===== src/rtl/llr_load_ctrl_pkg.sv =====
// Shared constants and state encoding for the LLR memory load controller.
package llr_load_ctrl_pkg;

    localparam int unsigned N_WORDS = 128;  // 64-bit words per frame
    localparam int unsigned DATA_W  = 64;
    localparam int unsigned POS_W   = 10;
    localparam int unsigned MAX_POS = 1022; // highest legal physical position
    localparam int unsigned N_PORTS = 6;    // memory read ports
    localparam int unsigned CNT_W   = 16;
    localparam int unsigned BEAT_W  = $clog2(N_WORDS);

    localparam logic [1:0] IDLE_ENC = 2'd0;
    localparam logic [1:0] LOAD_ENC = 2'd1;
    localparam logic [1:0] FULL_ENC = 2'd2;

    typedef enum logic [1:0] {
        StIdle = IDLE_ENC,
        StLoad = LOAD_ENC,
        StFull = FULL_ENC
    } state_e;

endpackage


===== src/rtl/llr_load_ctrl_if.sv =====
// Channel-word stream into the load controller (valid/ready with frame delimiter).
interface llr_load_ctrl_if;
    import llr_load_ctrl_pkg::*;

    logic              in_valid;
    logic              in_ready;
    logic [DATA_W-1:0] in_data;
    logic              in_last;

    modport master (output in_valid, output in_data, output in_last, input in_ready);
    modport slave  (input in_valid, input in_data, input in_last, output in_ready);

endinterface


===== src/rtl/llr_load_ctrl.sv =====
// Sequences one frame into the LLR shift memory, then gates the decoder's 6-port reads
// until the decoder releases the frame.
module llr_load_ctrl
    import llr_load_ctrl_pkg::*;
(
    input  logic                     i_clk,
    input  logic                     i_rst_n,
    llr_load_ctrl_if.slave           io_in,
    output logic                     o_mem_wen,
    output logic [DATA_W-1:0]        o_mem_data,
    output logic                     o_frame_valid,
    input  logic                     i_dec_rd_req,
    input  logic [N_PORTS*POS_W-1:0] i_dec_pos,
    output logic [N_PORTS*POS_W-1:0] o_mem_pos,
    output logic                     o_rd_valid,
    input  logic                     i_dec_done,
    output logic                     o_len_err,
    output logic                     o_rd_err,
    output logic [CNT_W-1:0]         o_frame_cnt
);

    state_e             r_state, w_state_nxt;
    logic [BEAT_W-1:0]  r_count, w_count_nxt;
    logic [CNT_W-1:0]   r_frame_cnt, w_frame_cnt_nxt;
    logic               r_len_err, w_len_err_nxt;
    logic               r_rd_valid;
    logic               r_rd_err;
    logic               w_accept;
    logic               w_final_beat;
    logic               w_rd_ok;
    logic [N_PORTS-1:0] w_pos_ok;

    // Per-port range check; position 1023 is not a physical entry.
    for (genvar g = 0; g < N_PORTS; g++) begin : g_pos_chk
        assign w_pos_ok[g] = (i_dec_pos[g*POS_W +: POS_W] <= POS_W'(MAX_POS));
    end

    // Ready depends on state only, so there is no valid-to-ready path.
    assign io_in.in_ready = (r_state != StFull);
    assign w_accept       = io_in.in_valid & io_in.in_ready;
    // r_count holds beats already accepted, so 127 means this is beat 128.
    assign w_final_beat   = (r_count == BEAT_W'(N_WORDS - 1));
    assign w_rd_ok        = (r_state == StFull) & (&w_pos_ok);

    assign o_mem_wen     = w_accept;
    assign o_mem_data    = io_in.in_data;
    assign o_mem_pos     = i_dec_pos;
    assign o_frame_valid = (r_state == StFull);
    assign o_rd_valid    = r_rd_valid;
    assign o_rd_err      = r_rd_err;
    assign o_len_err     = r_len_err;
    assign o_frame_cnt   = r_frame_cnt;

    // Next-state: beat counting, length checks and frame release.
    always_comb begin
        w_state_nxt     = r_state;
        w_count_nxt     = r_count;
        w_frame_cnt_nxt = r_frame_cnt;
        w_len_err_nxt   = 1'b0;
        unique case (r_state)
            StIdle, StLoad: begin
                if (w_accept) begin
                    if (w_final_beat) begin
                        w_state_nxt   = StFull;
                        w_count_nxt   = '0;
                        w_len_err_nxt = ~io_in.in_last;
                    end else if (io_in.in_last) begin
                        // Short frame: drop it; the next frame overwrites every entry.
                        w_state_nxt   = StIdle;
                        w_count_nxt   = '0;
                        w_len_err_nxt = 1'b1;
                    end else begin
                        w_state_nxt = StLoad;
                        w_count_nxt = r_count + 1'b1;
                    end
                end
            end
            StFull: begin
                if (i_dec_done) begin
                    w_state_nxt     = StIdle;
                    w_frame_cnt_nxt = r_frame_cnt + 1'b1;
                end
            end
            default: begin
                w_state_nxt = StIdle;
                w_count_nxt = '0;
            end
        endcase
    end

    // State and registered pulses; read qualifiers line up with the 1-cycle memory latency.
    always_ff @(posedge i_clk) begin
        if (!i_rst_n) begin
            r_state     <= StIdle;
            r_count     <= '0;
            r_frame_cnt <= '0;
            r_len_err   <= 1'b0;
            r_rd_valid  <= 1'b0;
            r_rd_err    <= 1'b0;
        end else begin
            r_state     <= w_state_nxt;
            r_count     <= w_count_nxt;
            r_frame_cnt <= w_frame_cnt_nxt;
            r_len_err   <= w_len_err_nxt;
            r_rd_valid  <= i_dec_rd_req & w_rd_ok;
            r_rd_err    <= i_dec_rd_req & ~w_rd_ok;
        end
    end

endmodule

===== src/flat_wrapper.sv =====
// flat-port wrapper written by rule: the top's interface ports become plain ports
module llr_load_ctrl_flat import llr_load_ctrl_pkg::*;
  (i_clk, i_rst_n, o_mem_wen, o_mem_data, o_frame_valid, i_dec_rd_req, i_dec_pos, o_mem_pos, o_rd_valid, i_dec_done, o_len_err, o_rd_err, o_frame_cnt, io_in_in_valid, io_in_in_data, io_in_in_last, io_in_in_ready);
  llr_load_ctrl_if io_in_i ();
  input  logic i_clk;
  input  logic i_rst_n;
  output logic o_mem_wen;
  output logic [DATA_W-1:0] o_mem_data;
  output logic o_frame_valid;
  input  logic i_dec_rd_req;
  input  logic [N_PORTS*POS_W-1:0] i_dec_pos;
  output logic [N_PORTS*POS_W-1:0] o_mem_pos;
  output logic o_rd_valid;
  input  logic i_dec_done;
  output logic o_len_err;
  output logic o_rd_err;
  output logic [CNT_W-1:0] o_frame_cnt;
  input wire logic [$bits(io_in_i.in_valid)-1:0] io_in_in_valid;
  input wire logic [$bits(io_in_i.in_data)-1:0] io_in_in_data;
  input wire logic [$bits(io_in_i.in_last)-1:0] io_in_in_last;
  output wire logic [$bits(io_in_i.in_ready)-1:0] io_in_in_ready;
  assign io_in_i.in_valid = io_in_in_valid;
  assign io_in_i.in_data = io_in_in_data;
  assign io_in_i.in_last = io_in_in_last;
  assign io_in_in_ready = io_in_i.in_ready;
  llr_load_ctrl u_core (.i_clk(i_clk), .i_rst_n(i_rst_n), .io_in(io_in_i), .o_mem_wen(o_mem_wen), .o_mem_data(o_mem_data), .o_frame_valid(o_frame_valid), .i_dec_rd_req(i_dec_rd_req), .i_dec_pos(i_dec_pos), .o_mem_pos(o_mem_pos), .o_rd_valid(o_rd_valid), .i_dec_done(i_dec_done), .o_len_err(o_len_err), .o_rd_err(o_rd_err), .o_frame_cnt(o_frame_cnt));
endmodule

===== config.mk =====
export PLATFORM = sky130hd
export DESIGN_NAME = llr_load_ctrl_flat
export DESIGN_NICKNAME = d
export VERILOG_FILES = /design/src/rtl/llr_load_ctrl_pkg.sv /design/src/rtl/llr_load_ctrl_if.sv /design/src/rtl/llr_load_ctrl.sv /design/src/flat_wrapper.sv
export SDC_FILE = /design/constraint.sdc
export NUM_CORES = 1
export LEC_CHECK = 0
export CORE_AREA = 3 3 107 109
export CTS_CLUSTER_DIAMETER = 40
export CTS_CLUSTER_SIZE = 10
export DETAILED_ROUTE_END_ITERATION = 10
export DIE_AREA = 0 0 110 112
export GPL_TIMING_DRIVEN = 0
export PLACE_DENSITY = 0.69
export SLEW_MARGIN = 10
export SYNTH_ARGS = -nofsm -noshare
export SYNTH_HDL_FRONTEND = slang
export SYNTH_SLANG_ARGS = --single-unit

===== constraint.sdc =====
create_clock -name i_clk -period 1.6 [get_ports i_clk]
set_input_delay 0.32 -clock i_clk [delete_from_list [all_inputs] [get_ports i_clk]]
set_output_delay 0.32 -clock i_clk [all_outputs]
set_load 0.01 [all_outputs]

==> results.sh, run 1 <==
export IMPL_ys_seq_elements=28
export IMPL_r2r_start="u_core.r_state[1]$_SDFFE_PN0P_"
export IMPL_synth_area_leader_cell="buf_4"
export IMPL_crit_fanout=2
export IMPL_multi_input_area_um2=858
export IMPL_setup_violations=0
export IMPL_fin_area_um2=4790
export IMPL_cap_violations=0
export IMPL_worst_endpoint_required_ns=1.28
export IMPL_layout_common_cells="clkdlybuf4s50_1, buf_4, dlygate4sd2_1"
export IMPL_regArea_um2=578
export IMPL_fillers=1045
export IMPL_antenna_found_initial=0
export IMPL_critPathLaunch="i_dec_pos[20]"
export IMPL_p_per_area_nw_per_um2=437
export IMPL_cts_tree="done"
export IMPL_drt_wirelength_per_cell_um=13.6
export IMPL_hold_path_depth=2
export IMPL_slew_headroom_pct=70.0
export IMPL_hold_viol=0
export IMPL_nets=652
export IMPL_start_kind="input pin"
export IMPL_netlist_top_cells_area="buf_4, dfxtp_1, nand4_1"
export IMPL_drive_gt1_share_pct=34.0
export IMPL_die_h_um=112
export IMPL_numCtsBuffers=3
export IMPL_first_global_vias=2589
export IMPL_final_common_cell="clkdlybuf4s50_1"
export IMPL_syn_to_final_growth_pct=104
export IMPL_clockBufferDepth=2
export IMPL_critical_path_class="input pin to output port"
export IMPL_boundaryPins=276
export IMPL_drt_iter0_markers=67
export IMPL_min_path_type="flip-flop to flip-flop"
export IMPL_utilization_pct=44.8
export IMPL_whs_ns=0.484
export IMPL_synth_async_reset_ratio_pct=0
export IMPL_worstMarginPinSlew_ns=0.450
export IMPL_drcViolationCount=0
export IMPL_synth_cell_type_count=37
export IMPL_ys_flop_type="dfxtp_1"
export IMPL_timing_rr_end="u_core.o_frame_cnt[15]$_SDFFE_PN0P_"
export IMPL_diodes=0
export IMPL_gp_congestion=0.790
export IMPL_core_area_um2=10700
export IMPL_die_area_um2=12300
export IMPL_endpoint_kind="output port"
export IMPL_die_width_um=110
export IMPL_synth_top_area_share_pct=39.9
export IMPL_netlist_area_um2=2350
export IMPL_syn_nets=424
export IMPL_grt_use_total_pct=12.9
export IMPL_grt_pass1_wl_um=12700
export IMPL_yosysWarnings=0
export IMPL_dp_cells=642
export IMPL_arrival_ns=1.24
export IMPL_dp_hpwl_um=7750
export IMPL_period_share_pct=97.2
export IMPL_path_clk_slew_ns=0.09
export IMPL_r2r_cells=6
export IMPL_ant_nets=0
export IMPL_stdcell_count=658
export IMPL_ir_drop_mv=0.330
export IMPL_rows=38
export IMPL_p_leak_nw=2.13
export IMPL_grt_max_degree=17
export IMPL_final_max_slew_violation_count=0
export IMPL_status="finished, final reports clean"
export IMPL_fmax_ghz=0.643
export IMPL_cts_sinks=28
export IMPL_port_buffers=211
export IMPL_first_pass_iters=6
export IMPL_min_period_ns=1.56
export IMPL_post_drt_via_cell_ratio=4.10
export IMPL_r2r_setup_slack_ns=0.07
export IMPL_dr_total_vias=2700
export IMPL_syn_area_per_cell_um2=8.08
export IMPL_finClkSkew_ns=0.00968
export IMPL_synth_edf_count=0
export IMPL_drt_wl_total_um=8940
export IMPL_initial_core_util_pct=22.0
export IMPL_critPathCapture="o_mem_pos[20]"
export IMPL_cts_max_level=1
export IMPL_synthCells=291
export IMPL_synth_seq_area_share_pct=23.8
export IMPL_grt_ovfl_total=0
export IMPL_dpl_cell_area_um2=4640
export IMPL_worstSkewPairLatency_ns=0.28
export IMPL_cts_root_buf="clkbuf_8"
export IMPL_p_total_w=0.00210
-- repair_timing --
item / CTS / global route
pin swaps: 0 / 5
hold buffers: 0 / 0
gates resized for setup: 83 / 21
setup buffers: 8 / 4
setup endpoints to repair: 75 / 30
-- layer usage --
layer  share of wire (%)  wire, um  GRT usage (%)  vias to the layer above
met1                  37      3270           14.6                     1221
met5                   0         0              0                        -
met2                  52      4670           24.3                      149
li1                    -         -              -                     1324
met4                0.59        53           1.66                        0
met3                  11       945           3.48                        6
-- stage by stage --
step           TNS (ns)  setup WS [ns]
3_3_place_gp     -15.54         -0.392
6_report              0         0.0449
5_1_grt        -0.00302       -0.00290
4_1_cts               0        0.00249
2_1_floorplan         0         0.0855
3_5_place_dp     -16.61         -0.415
-- report_power, final --
group	total [W]	switching, W	leakage, nW	internal (W)
combinational	0.000828	0.000272	1.86	0.000556
sequential	0.000706	0.00000539	0.233	0.000701
clock	0.000562	0.000227	0.0357	0.000335
-- final cells by class --
cell class | count | area share (%)
Inverter | 4 | 0.444
Timing Repair Buffer | 223 | 44.3
Buffer | 128 | 20.1
Clock buffer | 3 | 0.862
Multi-Input combinational cell | 131 | 17.9
Clock inverter | 1 | 0.627
Tap cell | 140 | 3.66
Sequential cell | 28 | 12.1
-- critical path, stage by stage --
cell	delay [ns]
clkdlybuf4s50_1	0.53
buf_4	0.12
dlygate4sd2_1	0.26
-- synth_stat cells, types with 2 or more instances --
library cell,number
ha_1,3
xor2_1,10
mux2i_1,2
nand3_4,2
and2_1,2
xnor2_1,2
nand3_1,8
nor2_1,16
nand2_1,19
o21ai_0,6
a21oi_1,10
inv_1,3
or3_1,3
nand4_1,16
buf_4,125
dfxtp_1,28
and3_1,4
or4_1,3
o31ai_1,3
nor3_1,9
-- flip-flops by register name, summed over array words and instances, names as in the netlist --
name	flops
u_core.o_rd_valid	1
u_core.o_len_err	1
u_core.r_count	7
u_core.o_frame_cnt	16
u_core.r_state	2
u_core.o_rd_err	1
-- worst min-delay path by stage --
stage	start	to	slack, ns
detailed placement	u_core.r_count[1]$_SDFFE_PN0P_	u_core.r_count[1]$_SDFFE_PN0P_	0.47
CTS	u_core.r_count[1]$_SDFFE_PN0P_	u_core.r_count[1]$_SDFFE_PN0P_	0.48
global placement	u_core.r_count[6]$_SDFFE_PN0P_	u_core.r_count[6]$_SDFFE_PN0P_	0.45
global route	u_core.r_count[1]$_SDFFE_PN0P_	u_core.r_count[1]$_SDFFE_PN0P_	0.52
floorplan	u_core.r_count[6]$_SDFFE_PN0P_	u_core.r_count[6]$_SDFFE_PN0P_	0.43
finish	u_core.r_count[1]$_SDFFE_PN0P_	u_core.r_count[1]$_SDFFE_PN0P_	0.48
-- logic make-up (layout without fill, tap and decap cells) --
family	after synthesis	count (layout)	synth area share, %
AND/OR/NAND/NOR	89	89	21.1
adder cells (fa/ha/maj)	3	3	1.60
flip-flops	28	28	23.8
XOR/XNOR	12	12	4.47
AO/OA/AOI/OAI	24	24	6.28
buffers and inverters	132	359	41.4
multiplexers	3	3	1.33
(Power assumes the default switching activity.)
==> inputs of run 2 (changes only) <==
- ABC_AREA: not set -> 1
- CORE_AREA: 3 3 107 109 -> 3 3 106 108
- DIE_AREA: 0 0 110 112 -> 0 0 109 111
- PLACE_DENSITY: 0.69 -> 0.71
==> results.sh, run 2 <==
export IMPL_status="finished, final reports clean"
export IMPL_clockBufferDepth=2
export IMPL_cts_setup_buffers=0
export IMPL_p_int_w=0.00160
export IMPL_cts_max_level=1
export IMPL_p_sw_share_pct=24.9
export IMPL_ys_seq_elements=28
export IMPL_cts_tree="done"
export IMPL_r2r_start="u_core.o_frame_cnt[0]$_SDFFE_PN0P_"
export IMPL_post_drt_via_cell_ratio=4.08
export IMPL_start_kind="input pin"
export IMPL_min_period_ns=1.58
export IMPL_hold_path_depth=2
export IMPL_diodes=0
export IMPL_whs_ns=0.427
export IMPL_period_share_pct=98.5
export IMPL_fillers=1035
export IMPL_gp_congestion=0.828
export IMPL_worstMarginPinSlew_ns=0.287
export IMPL_setup_tns_ns=0
export IMPL_ir_drop_mv=0.380
export IMPL_yosysWarnings=0
export IMPL_synth_common_cells="buf_4, nand2_1, nor2_1"
export IMPL_antenna_found_initial=0
export IMPL_first_pass_iters=4
export IMPL_numCtsBuffers=3
export IMPL_nets=695
export IMPL_synth_seq_area_share_pct=23.2
export IMPL_layout_setup_ws_ns=0.0247
export IMPL_final_common_cell="clkdlybuf4s50_1"
export IMPL_port_buffers=211
export IMPL_p_per_area_nw_per_um2=451
export IMPL_largest_reg_flops=16
export IMPL_synth_most_common_cell="buf_4"
export IMPL_grt_max_degree=17
export IMPL_layout_common_cells="clkdlybuf4s50_1, buf_4, dlygate4sd2_1"
export IMPL_synthCells=346
export IMPL_worstSkewPairLatency_ns=0.28
export IMPL_crit_fanout=2
export IMPL_stdcell_count=697
export IMPL_boundaryPins=276
export IMPL_slowest_delay_ns=0.53
export IMPL_die_width_um=109
export IMPL_pwr_share_seq_pct=33.2
export IMPL_synth_cell_type_count=26
export IMPL_holdPathEnd="u_core.r_state[1]$_SDFFE_PN0P_"
export IMPL_synth_edf_count=0
export IMPL_drive_gt1_share_pct=26.6
export IMPL_ant_nets=0
export IMPL_grt_use_total_pct=13.9
export IMPL_netlist_area_um2=2410
export IMPL_netlist_top_cells_area="buf_4, dfxtp_1, nand2_1"
export IMPL_r2r_setup_slack_ns=0.15
export IMPL_pwr_share_clk_pct=27.1
export IMPL_crit_chain="dlygate4sd2_1 -> buf_4 -> clkdlybuf4s50_1"
export IMPL_cts_root_buf="clkbuf_8"
export IMPL_dp_hpwl_um=8220
export IMPL_combPwrFrac_pct=39.7
export IMPL_synth_area_leader_cell="buf_4"
export IMPL_first_global_vias=2850
export IMPL_die_area_um2=12100
export IMPL_rows=37
export IMPL_rsz0062_at_grt="false"
export IMPL_grt_pass1_wl_um=13600
export IMPL_arrival_ns=1.26
export IMPL_path_clk_slew_ns=0.10
export IMPL_grt_ovfl_total=0
export IMPL_slew_headroom_pct=80.7
export IMPL_cts_sinks=28
export IMPL_timing_rr_end="u_core.o_frame_cnt[14]$_SDFFE_PN0P_"
export IMPL_setup_violations=0
export IMPL_synth_async_reset_ratio_pct=0
export IMPL_syn_to_final_growth_pct=95.5
export IMPL_slowest_stage="clkdlybuf4s50_1"
export IMPL_die_h_um=111
export IMPL_drcViolationCount=0
export IMPL_r2r_cells=6
export IMPL_min_path_type="input pin to flip-flop"
export IMPL_synth_top_area_share_pct=38.6
export IMPL_drt_wirelength_per_cell_um=13.1
export IMPL_initial_core_util_pct=23.4
export IMPL_drt_iter0_markers=31
export IMPL_endpoint_kind="output port"
export IMPL_p_leak_nw=2.20
export IMPL_hold_viol=0
export IMPL_finClkSkew_ns=0.00885
export IMPL_min_from="i_dec_done"
export IMPL_drt_wl_total_um=9160
export IMPL_dr_total_vias=2841
export IMPL_syn_nets=479
export IMPL_core_area_um2=10300
export IMPL_worst_endpoint_required_ns=1.28
export IMPL_dp_slack_ns=-0.247
export IMPL_dp_cells=693
export IMPL_p_total_w=0.00212
export IMPL_critical_path_class="input pin to output port"
export IMPL_syn_area_per_cell_um2=6.97
export IMPL_cap_violations=0
export IMPL_p_sw_w=0.000529
export IMPL_fmax_ghz=0.635
export IMPL_final_max_slew_violation_count=0
export IMPL_ys_flop_type="dfxtp_1"
[run 2: changes by cell type after synthesis, sizes merged, moves of 4 or more]
cell	delta
or3	-4
nand4	-8
nand2	+36
nor2	+27
inv	+23
and3	-4
nand3	+7
a21oi	+4
xor2	-5
[run 2: cell families (layout without fill, tap and decap cells)]
kind of cell,count (synthesis),after routing,share of synthesized area [%]
buf+inv,152,367,42.9
flops,28,28,23.2
fa+ha+maj,3,3,1.56
simple gates,130,130,24.1
xor+xnor,6,6,2.18
compound gates,27,27,5.97
[run 2: worst max-delay path by stage]
stage	from	to	slack, ns	cells past startpoint
floorplan	u_core.o_frame_cnt[0]$_SDFFE_PN0P_	u_core.o_frame_cnt[14]$_SDFFE_PN0P_	0.24	6
global route	u_core.o_frame_cnt[9]$_SDFFE_PN0P_	o_frame_cnt[9]	0.003	1
detailed placement	io_in_in_valid	o_mem_wen	-0.25	4
CTS	u_core.o_frame_cnt[1]$_SDFFE_PN0P_	o_frame_cnt[1]	0.0002	1
global placement	io_in_in_valid	o_mem_wen	-0.25	4
finish	i_dec_pos[0]	o_mem_pos[0]	0.02	3
[run 2: power groups by stage]
| stage | registers (W) | logic (W) | clock network (W) |
|---|---|---|---|
| after CTS | 0.000705 | 0.000856 | 0.000591 |
| final | 0.000705 | 0.000844 | 0.000576 |
| after global routing | 0.000706 | 0.000901 | 0.000609 |
| after detailed placement | 0.000723 | 0.000913 | 0 |
| after floorplan | 0.000723 | 0.000369 | 0 |
| after global placement | 0.000722 | 0.000902 | 0 |
[run 2: per-layer routing]
metal / wire, um / vias to the layer above / part of all wire [%] / track usage, %
li1: - / 1408 / - / -
met4: 224 / 0 / 2.4 / 4.63
met5: 0 / - / 0 / 0
met1: 3190 / 1270 / 35 / 14.4
met3: 894 / 14 / 9.8 / 3.84
met2: 4850 / 149 / 53 / 26.3
[run 2: critical path: cells and delay by family]
kind,cells,cell delay (ns)
buf+inv,3,0.94
[run 2: per-stage QoR]
stage	utilization (%)	area, um2
after global placement	45.5	4690
after floorplan	-	2410
after detailed placement	45.5	4690
after CTS	45.5	4690
after global routing	45.7	4720
final	45.7	4720
[run 2: what timing repair did]
item,CTS,global route
resized for setup,74,13
hold buffers,0,0
setup endpoints to repair,69,14
[run 2: layout make-up]
cell class	instances	area, um2	area share, %
Timing Repair Buffer	211	2030	43.1
Sequential cell	28	572	12.1
Buffer	125	936	19.8
Clock inverter	1	30.0	0.637
Multi-Input combinational cell	166	832	17.6
Inverter	27	101	2.15
Tap cell	136	170	3.61
Clock buffer	3	41.3	0.876
